### config.mk
export PLATFORM = sky130hd
export DESIGN_NAME = i2s_transceiver
export DESIGN_NICKNAME = d
export VERILOG_FILES = /design/src/rtl/i2s_transceiver.sv
export SDC_FILE = /design/constraint.sdc
export NUM_CORES = 1
export LEC_CHECK = 0
export BUFFER_PORTS_ARGS = -buffer_cell sky130_fd_sc_hd__buf_4
export CAP_MARGIN = 20
export CORE_MARGIN = 2
export CORE_UTILIZATION = 40
export DETAILED_ROUTE_END_ITERATION = 16
export PLACE_DENSITY_LB_ADDON = 0.25
export SLEW_MARGIN = 20
export SYNTH_ARGS = -nofsm -noshare
export SYNTH_HDL_FRONTEND = slang
export SYNTH_SLANG_ARGS = --single-unit
### constraint.sdc
create_clock -name clk -period 9.1 [get_ports clk]
set_clock_uncertainty 0.05 [all_clocks]
set_input_delay 0 -clock clk [delete_from_list [all_inputs] [get_ports clk]]
set_output_delay 0 -clock clk [all_outputs]
set_load 0.02 [all_outputs]
### src/rtl/i2s_transceiver.sv
// Stereo I2S master: derives BCLK/LRCLK from clk, shifts DAC samples out MSB first
// and assembles ADC samples into parallel left/right words once per frame.
//   state | meaning
//   IDLE  | bclk/lrclk/sdata held low, divider and bit counter frozen
//   RUN   | divider running, frames in progress; leaves only at a frame boundary
module i2s_transceiver #(
   parameter int DATA_WIDTH = 24,
   parameter int SLOT_WIDTH = 32,
   parameter int BCLK_DIV   = 8,
   parameter int DIV_WIDTH  = 8
) (
   input  logic                  clk,
   input  logic                  rst_n,
   input  logic                  i_enable,
   input  logic [DATA_WIDTH-1:0] tx_left,
   input  logic [DATA_WIDTH-1:0] tx_right,
   input  logic                  tx_valid,
   output logic                  tx_ready,
   output logic                  tx_underrun,
   output logic [DATA_WIDTH-1:0] rx_left,
   output logic [DATA_WIDTH-1:0] rx_right,
   output logic                  rx_valid,
   output logic                  o_bclk,
   output logic                  o_lrclk,
   output logic                  o_sdata,
   input  logic                  i_sdata
);
   localparam int FRAME_BITS = 2 * SLOT_WIDTH;
   localparam int BW = $clog2(FRAME_BITS);
   localparam logic [BW-1:0]        B_LAST   = BW'(FRAME_BITS - 1);
   localparam logic [DIV_WIDTH-1:0] DIV_LAST = DIV_WIDTH'(BCLK_DIV - 1);

   typedef enum logic {IDLE, RUN} state_t;

   state_t                state_q;
   logic [DIV_WIDTH-1:0]  div_q;
   logic [BW-1:0]         b_q, b_d;
   logic                  bclk_q, lrclk_q, sdata_q, rx_valid_q;
   logic [DATA_WIDTH-1:0] tx_l_q, tx_r_q, tx_l_d, tx_r_d;
   logic [DATA_WIDTH-1:0] rx_l_sh_q, rx_r_sh_q, rx_l_sh_d, rx_r_sh_d;
   logic [DATA_WIDTH-1:0] rx_left_q, rx_right_q;
   logic                  tick, rise, fall, at_end, ready;
   logic                  lrclk_d, sdata_d, in_left, in_right, rx_last;
   logic [31:0]           bn, bq;

   always_comb begin
      tick    = (state_q == RUN) && (div_q == DIV_LAST);
      rise    = tick && !bclk_q;
      fall    = tick && bclk_q;
      at_end  = (b_q == B_LAST);
      ready   = fall && at_end && i_enable;
      b_d     = at_end ? '0 : b_q + BW'(1);
      tx_l_d  = tx_l_q;
      tx_r_d  = tx_r_q;
      if (ready) begin
         tx_l_d = tx_valid ? tx_left  : '0;
         tx_r_d = tx_valid ? tx_right : '0;
      end
      // Data and word select are driven for the bit the falling edge advances into.
      bn      = 32'(b_d);
      bq      = 32'(b_q);
      lrclk_d = (bn >= 32'(SLOT_WIDTH - 1)) && (bn <= 32'(FRAME_BITS - 2));
      sdata_d = 1'b0;
      for (int i = 0; i < DATA_WIDTH; i++) begin
         if (bn == 32'(DATA_WIDTH - 1 - i))              sdata_d = tx_l_d[i];
         if (bn == 32'(SLOT_WIDTH + DATA_WIDTH - 1 - i)) sdata_d = tx_r_d[i];
      end
      in_left   = bq < 32'(DATA_WIDTH);
      in_right  = (bq >= 32'(SLOT_WIDTH)) && (bq < 32'(SLOT_WIDTH + DATA_WIDTH));
      rx_last   = rise && (bq == 32'(SLOT_WIDTH + DATA_WIDTH - 1));
      rx_l_sh_d = (rx_l_sh_q << 1) | DATA_WIDTH'(i_sdata);
      rx_r_sh_d = (rx_r_sh_q << 1) | DATA_WIDTH'(i_sdata);
   end

   always_ff @(posedge clk or negedge rst_n) begin
      if (!rst_n) begin
         state_q    <= IDLE;
         div_q      <= '0;
         b_q        <= B_LAST;
         bclk_q     <= 1'b0;
         lrclk_q    <= 1'b0;
         sdata_q    <= 1'b0;
         rx_valid_q <= 1'b0;
         tx_l_q     <= '0;
         tx_r_q     <= '0;
         rx_l_sh_q  <= '0;
         rx_r_sh_q  <= '0;
         rx_left_q  <= '0;
         rx_right_q <= '0;
      end else begin
         rx_valid_q <= 1'b0;
         case (state_q)
            IDLE: begin
               if (i_enable) state_q <= RUN;
            end
            RUN: begin
               if (tick) begin
                  div_q  <= '0;
                  bclk_q <= ~bclk_q;
               end else begin
                  div_q  <= div_q + DIV_WIDTH'(1);
               end
               if (fall) begin
                  if (at_end && !i_enable) begin
                     state_q <= IDLE;
                     lrclk_q <= 1'b0;
                     sdata_q <= 1'b0;
                  end else begin
                     b_q     <= b_d;
                     lrclk_q <= lrclk_d;
                     sdata_q <= sdata_d;
                     tx_l_q  <= tx_l_d;
                     tx_r_q  <= tx_r_d;
                  end
               end
               if (rise) begin
                  if (in_left)  rx_l_sh_q <= rx_l_sh_d;
                  if (in_right) rx_r_sh_q <= rx_r_sh_d;
                  if (rx_last) begin
                     rx_left_q  <= rx_l_sh_q;
                     rx_right_q <= rx_r_sh_d;
                     rx_valid_q <= 1'b1;
                  end
               end
            end
            default: state_q <= IDLE;
         endcase
      end
   end

   assign tx_ready    = ready;
   assign tx_underrun = ready && !tx_valid;
   assign rx_left     = rx_left_q;
   assign rx_right    = rx_right_q;
   assign rx_valid    = rx_valid_q;
   assign o_bclk      = bclk_q;
   assign o_lrclk     = lrclk_q;
   assign o_sdata     = sdata_q;
endmodule

* Word-level counts from Yosys, hierarchy flattened *
Index checks and enable logic that the tools add are counted.

storage, ports and cells
  output and inout port bits = 54
  input bits = 53
  flip-flop bits (word level) = 162
  word-level logic and storage cells = 158

cells by class
  bitwise operators = 5
  mux-type cells = 63
  eq/ne operators = 50
  order comparisons = 5
  add/sub/neg operators = 2
  reduce and logical (&&, ||, !) cells = 20

operators with widths
  kind                   count
  $eq A6 B6 Y1 const B   26
  $mux W24               4
  $mux W1                56
  $eq A6 B4 Y1 const B   8
  $eq A6 B5 Y1 const B   8
  $or A24 B1 Y24         2
  $eq A6 B3 Y1 const B   4
  $eq A6 B2 Y1 const B   2
  $reduce_and A3 Y1      4
  $logic_and A1 B1 Y1    10
  $add A8 B1 Y8 const B  1
  $eq A8 B3 Y1 const B   1
  $mux W8                1
  $add A6 B1 Y6 const B  1
  $eq A6 B1 Y1 const B   1
  $ge A6 B5 Y1 const B   1
  $ge A6 B6 Y1 const B   1
  $le A6 B6 Y1 const B   1
  $logic_not A6 Y1       1
  $lt A6 B5 Y1 const B   1
  $lt A6 B6 Y1 const B   1
  $mux W6                1
  $reduce_and A2 Y1      2
  $logic_not A1 Y1       3
  other kinds (2)        4

* Longest topological paths before layout *
  word-level depth = 55
  depth in mapped cells = 12
  gate-level depth less buffers = 10

* Worst setup path after synthesis *
No wires, ideal clock.

  path kind = reg2reg
  start point = register b_q[0]
  end point = register sdata_q, in the netlist o_sdata
  stages on the path, launching flop included = 13
  slack = 6.108 ns
  data required time = 8.918 ns
  setup time = 0.132 ns
  buffers on the path = 2
  period minus slack after synthesis = 2.992 ns
  data arrival time = 2.810 ns
  cell sequence = dfstp_2 > ha_1 > nand3_1 > nor4_4 > buf_6 > buf_6 > mux2i_1 > o21ai_0 > a21oi_1 > o21ai_0 > a211oi_1 > o211a_1 > o221ai_2

between the ends
  word-level cells in the longest chain between the ends = 53
  elaborated cells on any way between the ends = 105
  classes of those cells = 1 x add/sub; 48 x eq/ne; 52 x mux; 4 x reduce/logical

ends and longest elaborated chain
  what                                                                    RTL line  RTL
  start: declaration                                                      37        logic [BW-1:0] b_q, b_d;
  start signal: assignment                                                79        b_q <= B_LAST;
  start signal: assignment                                                109       b_q <= b_d;
  parallel branches: the longest is 52 deep, another holds $add A6 B1 Y6  --
  $mux W1 *                                                               104       if (at_end && !i_enable) begin
  end signal: assignment                                                  111       sdata_q <= sdata_d;
  end: declaration                                                        38        logic bclk_q, lrclk_q, sdata_q, rx_valid_q;

Every way passes the cells marked *.
A chain may end at the register's enable or synchronous reset.

* Worst setup path in the final report *
Same ends and word-level chain as after synthesis.

==> metrics <==
DR DRC count 0; area leader, netlist dfrtp_1; vias in the first global route between 5000 and 6000; diode count 0; FFs w/ async S/R, synth 1.00; Final Instance Area around 9700 um2; row cnt 50; Setup TNS 0 ns; sequential share of the synthesized area 0.534; synth warn 0; Syn Nets 752; max-cap violation count 0; number of DRC markers in iteration 0 approximately 280; Post-Route WL around 18000 um; Vias ~5700; CTS tree built; Distinct cells, synth 65; top cell type's share of synthesized area 0.513; Syn Std Cell Area 7610 um2; Hold EP tx_r_q[4]; number of synthesized flops with an enable pin 0; Synth Area in XOR/XNOR 0.0104; Slew Limit Headroom 0.333; P&R area growth vs syn 27.7%; post-synthesis instance total roughly 690; CP cell instances ha_1, nand3_1, nor4_4, buf_4, mux2_2, o21ai_0, a22oi_1, or3_1, a31o_1, o211a_1, o221ai_2; mux contribution to synthesized area 0.161; Core ar. approximately 19000 um2; number of cells after detailed placement 1000; Pwr per Cell Area around 160 nW/um2; Final Setup Violations 0; share of cells above drive strength 1 0.309; pins over their slew limit 0; clock slew at reported path FFs roughly 0.07 ns; Reg2Reg Launch Point b_q[0]; pin slew with the least headroom to its limit around 0.99 ns; I/O pin count ~110; Initial Util 0.407; Cell Count, Final, Fillers Out between 1000 and 1500; Die ar. 20100 um2; WP data required approximately 9.4 ns; outcome complete, no violations; VDD IR-drop max about 0.14 mV; cell depth of the worst setup path 11; RSZ-0062 raised after global routing false; top_reg_cell synth dfrtp_1; layout filler cell count 1671; main combinational cell family by area after synthesis multiplexers; Register Area 4060 um2; syn avg cell area 11.0 um2; Adder-Cell Fraction of Synth Area 0.00822; clock sink count between 150 and 200; worst endpoint data arrival time about 4.3 ns; multi-input logic area 3200 um2; Hold Crit Depth 3; largest net degree at the start of global routing 88; Hold Crit Class input port to register; Synth Area in Simple Gates 0.128; Leakage Power approximately 4.8 nW; CP Buf/Inv Count 1; grt total ovfl 0; global-route wire length before repair approximately 30000 um; crit path max-delay cell type dfstp_2; Setup CP Type register to register; CP Capture Type register; Max clock buf depth 2; Crit path largest cell delay approximately 0.63 ns; Vert. Die Dim 142 um; worst hold start tx_valid; Yosys reg bits 162; ANT nets after route 0; Final nets 895; FMAX 0.248 GHz; RR Endpoint o_sdata; Die W roughly 140 um; H-tree depth 4; Detail Placement HPWL 12100 um; final hold viol count 0; peak fanout along the critical path 70; initial antenna violation count 0; Port Buffer Count about 110; worst r2r path cells 11; clk root buf clkbuf_16; top cells by area, synth dfrtp_1, mux2_2, nand2_1; CTS buffer count 17; Compound-Gate Fraction of Synth Area 0.112; Reg2Reg Setup Slack a little over 5 ns; Skew-Pair Late Insertion Delay approximately 0.43 ns; DR vias/cell between 5 and 6; Period minus WS final between 4 and 5 ns; placed cell area about 8500 um2; fin crit share 0.443; gpl congestion 0.854; wire per inst between 15 and 20 um; CP delay by family, top simple AND/OR/NAND/NOR gates; CP Launch Type register; DRT Pass-1 Iters 7; Total GRT Usage 0.186
==> layer usage <==
metal | GRT usage | vias to the layer above | routed length (um)
met5 | 0 | - | 0
met4 | 0.0668 | 0 | 335
met3 | 0.0478 | 29 | 967
met2 | 0.304 | 165 | 8690
met1 | 0.240 | 2788 | 8130
li1 | - | 2751 | -
==> logic make-up (layout without fill, tap and decap cells) <==
logic type | count (synthesis) | count (layout)
and+or+nand+nor | 199 | 199
adders and majority gates | 5 | 5
muxes | 110 | 110
xor gates and xnor gates | 9 | 9
AOI/OAI and AO/OA | 126 | 126
buffers and inverters | 83 | 239
DFF | 162 | 162
==> what timing repair did <==
| action | CTS | global route |
|---|---|---|
| hold buffers | 52 | 0 |
| endpoints found under the hold margin | 128 | 0 |
| setup buffers | 0 | 0 |
| gates resized for setup | 0 | 0 |
==> synthesized netlist by cell type, drive strengths merged, types with 3 or more instances <==
| master | number |
|---|---|
| o22ai | 4 |
| o211ai | 4 |
| nand2 | 71 |
| mux2i | 9 |
| nand4 | 4 |
| nand3 | 42 |
| nor4 | 5 |
| dfrtp | 156 |
| a31oi | 3 |
| a2111oi | 3 |
| o2111ai | 3 |
| nand2b | 10 |
| ha | 5 |
| o31ai | 7 |
| a22o | 4 |
| or3 | 3 |
| a21oi | 19 |
| and2 | 5 |
| a211oi | 3 |
| nor3 | 6 |
| o32ai | 4 |
| a21o | 4 |
| xnor2 | 5 |
| mux2 | 101 |
| a22oi | 9 |
| inv | 45 |
| dfstp | 6 |
| buf | 18 |
| clkbuf | 20 |
| and3 | 9 |
| o21ai | 41 |
| xor2 | 4 |
| nor2 | 32 |
==> worst max-delay path by stage <==
stage / slack [ns] / from / to
after floorplan: 6.11 / b_q[0] / o_sdata
after global routing: 4.74 / b_q[0] / o_sdata
final: 5.07 / b_q[0] / o_sdata
after CTS: 5.10 / b_q[0] / o_sdata
after global placement: 5.23 / b_q[0] / o_sdata
after detailed placement: 5.13 / b_q[0] / o_sdata
==> report_power, final <==
part	internal, mW	total, mW	switching (mW)	leakage [nW]
combinational	0.0304	0.0555	0.0251	2.40
sequential	0.721	0.721	0.000622	2.09
clock	0.448	0.775	0.327	0.317
total	1.20	1.55	0.353	4.81
==> flip-flops by register name (all words and copies together), names as in the netlist <==
| signal | count |
|---|---|
| rx_l_sh_q | 24 |
| rx_left | 24 |
| rx_right | 24 |
| tx_l_q | 24 |
| tx_r_q | 24 |
| rx_r_sh_q | 23 |
| div_q | 8 |
| b_q | 6 |
| o_bclk | 1 |
| o_lrclk | 1 |
| o_sdata | 1 |
| rx_valid | 1 |
| state_q | 1 |
==> stage by stage <==
stage	power, mW	util	worst slack [ns]	hold slack [ns]
final	1.55	0.520	5.07	0.0316
after global routing	1.61	0.520	4.74	0.0732
after CTS	1.57	0.519	5.10	0.0257
after detailed placement	0.774	0.457	5.13	0.0182
after global placement	0.774	0.457	5.23	0.00767
after floorplan	0.740	-	6.11	-0.346
==> placed cells by master (no fill, tap or decap), drive strengths merged, types with 4 or more instances in the layout <==
cell type    count
nand3           42
a22o             4
o211ai           4
nand2b          10
a21o             4
o22ai            4
nand2           71
nor2            32
o31ai            7
nor4             5
inv             54
o32ai            4
dfstp            6
and2             5
mux2           101
nand4            4
dfrtp          156
nor3             6
xor2             4
buf            110
dlygate4sd3     52
mux2i            9
o21ai           41
xnor2            5
and3             9
a21oi           19
clkbuf          17
ha               5
a22oi            9
==> layout make-up <==
class	instances	share of cell area
Clock buffer	17	0.0438
Multi-Input combinational cell	449	0.329
Sequential cell	162	0.418
Timing Repair Buffer	162	0.139
Tap cell	234	0.0301
Clock inverter	15	0.0220
Inverter	45	0.0174
==> tightest hold or removal path, stage by stage <==
cell     delay, ns
buf_4         0.24
nand3_1       0.15
nand2_1       0.06
(Power assumes the default switching activity.)
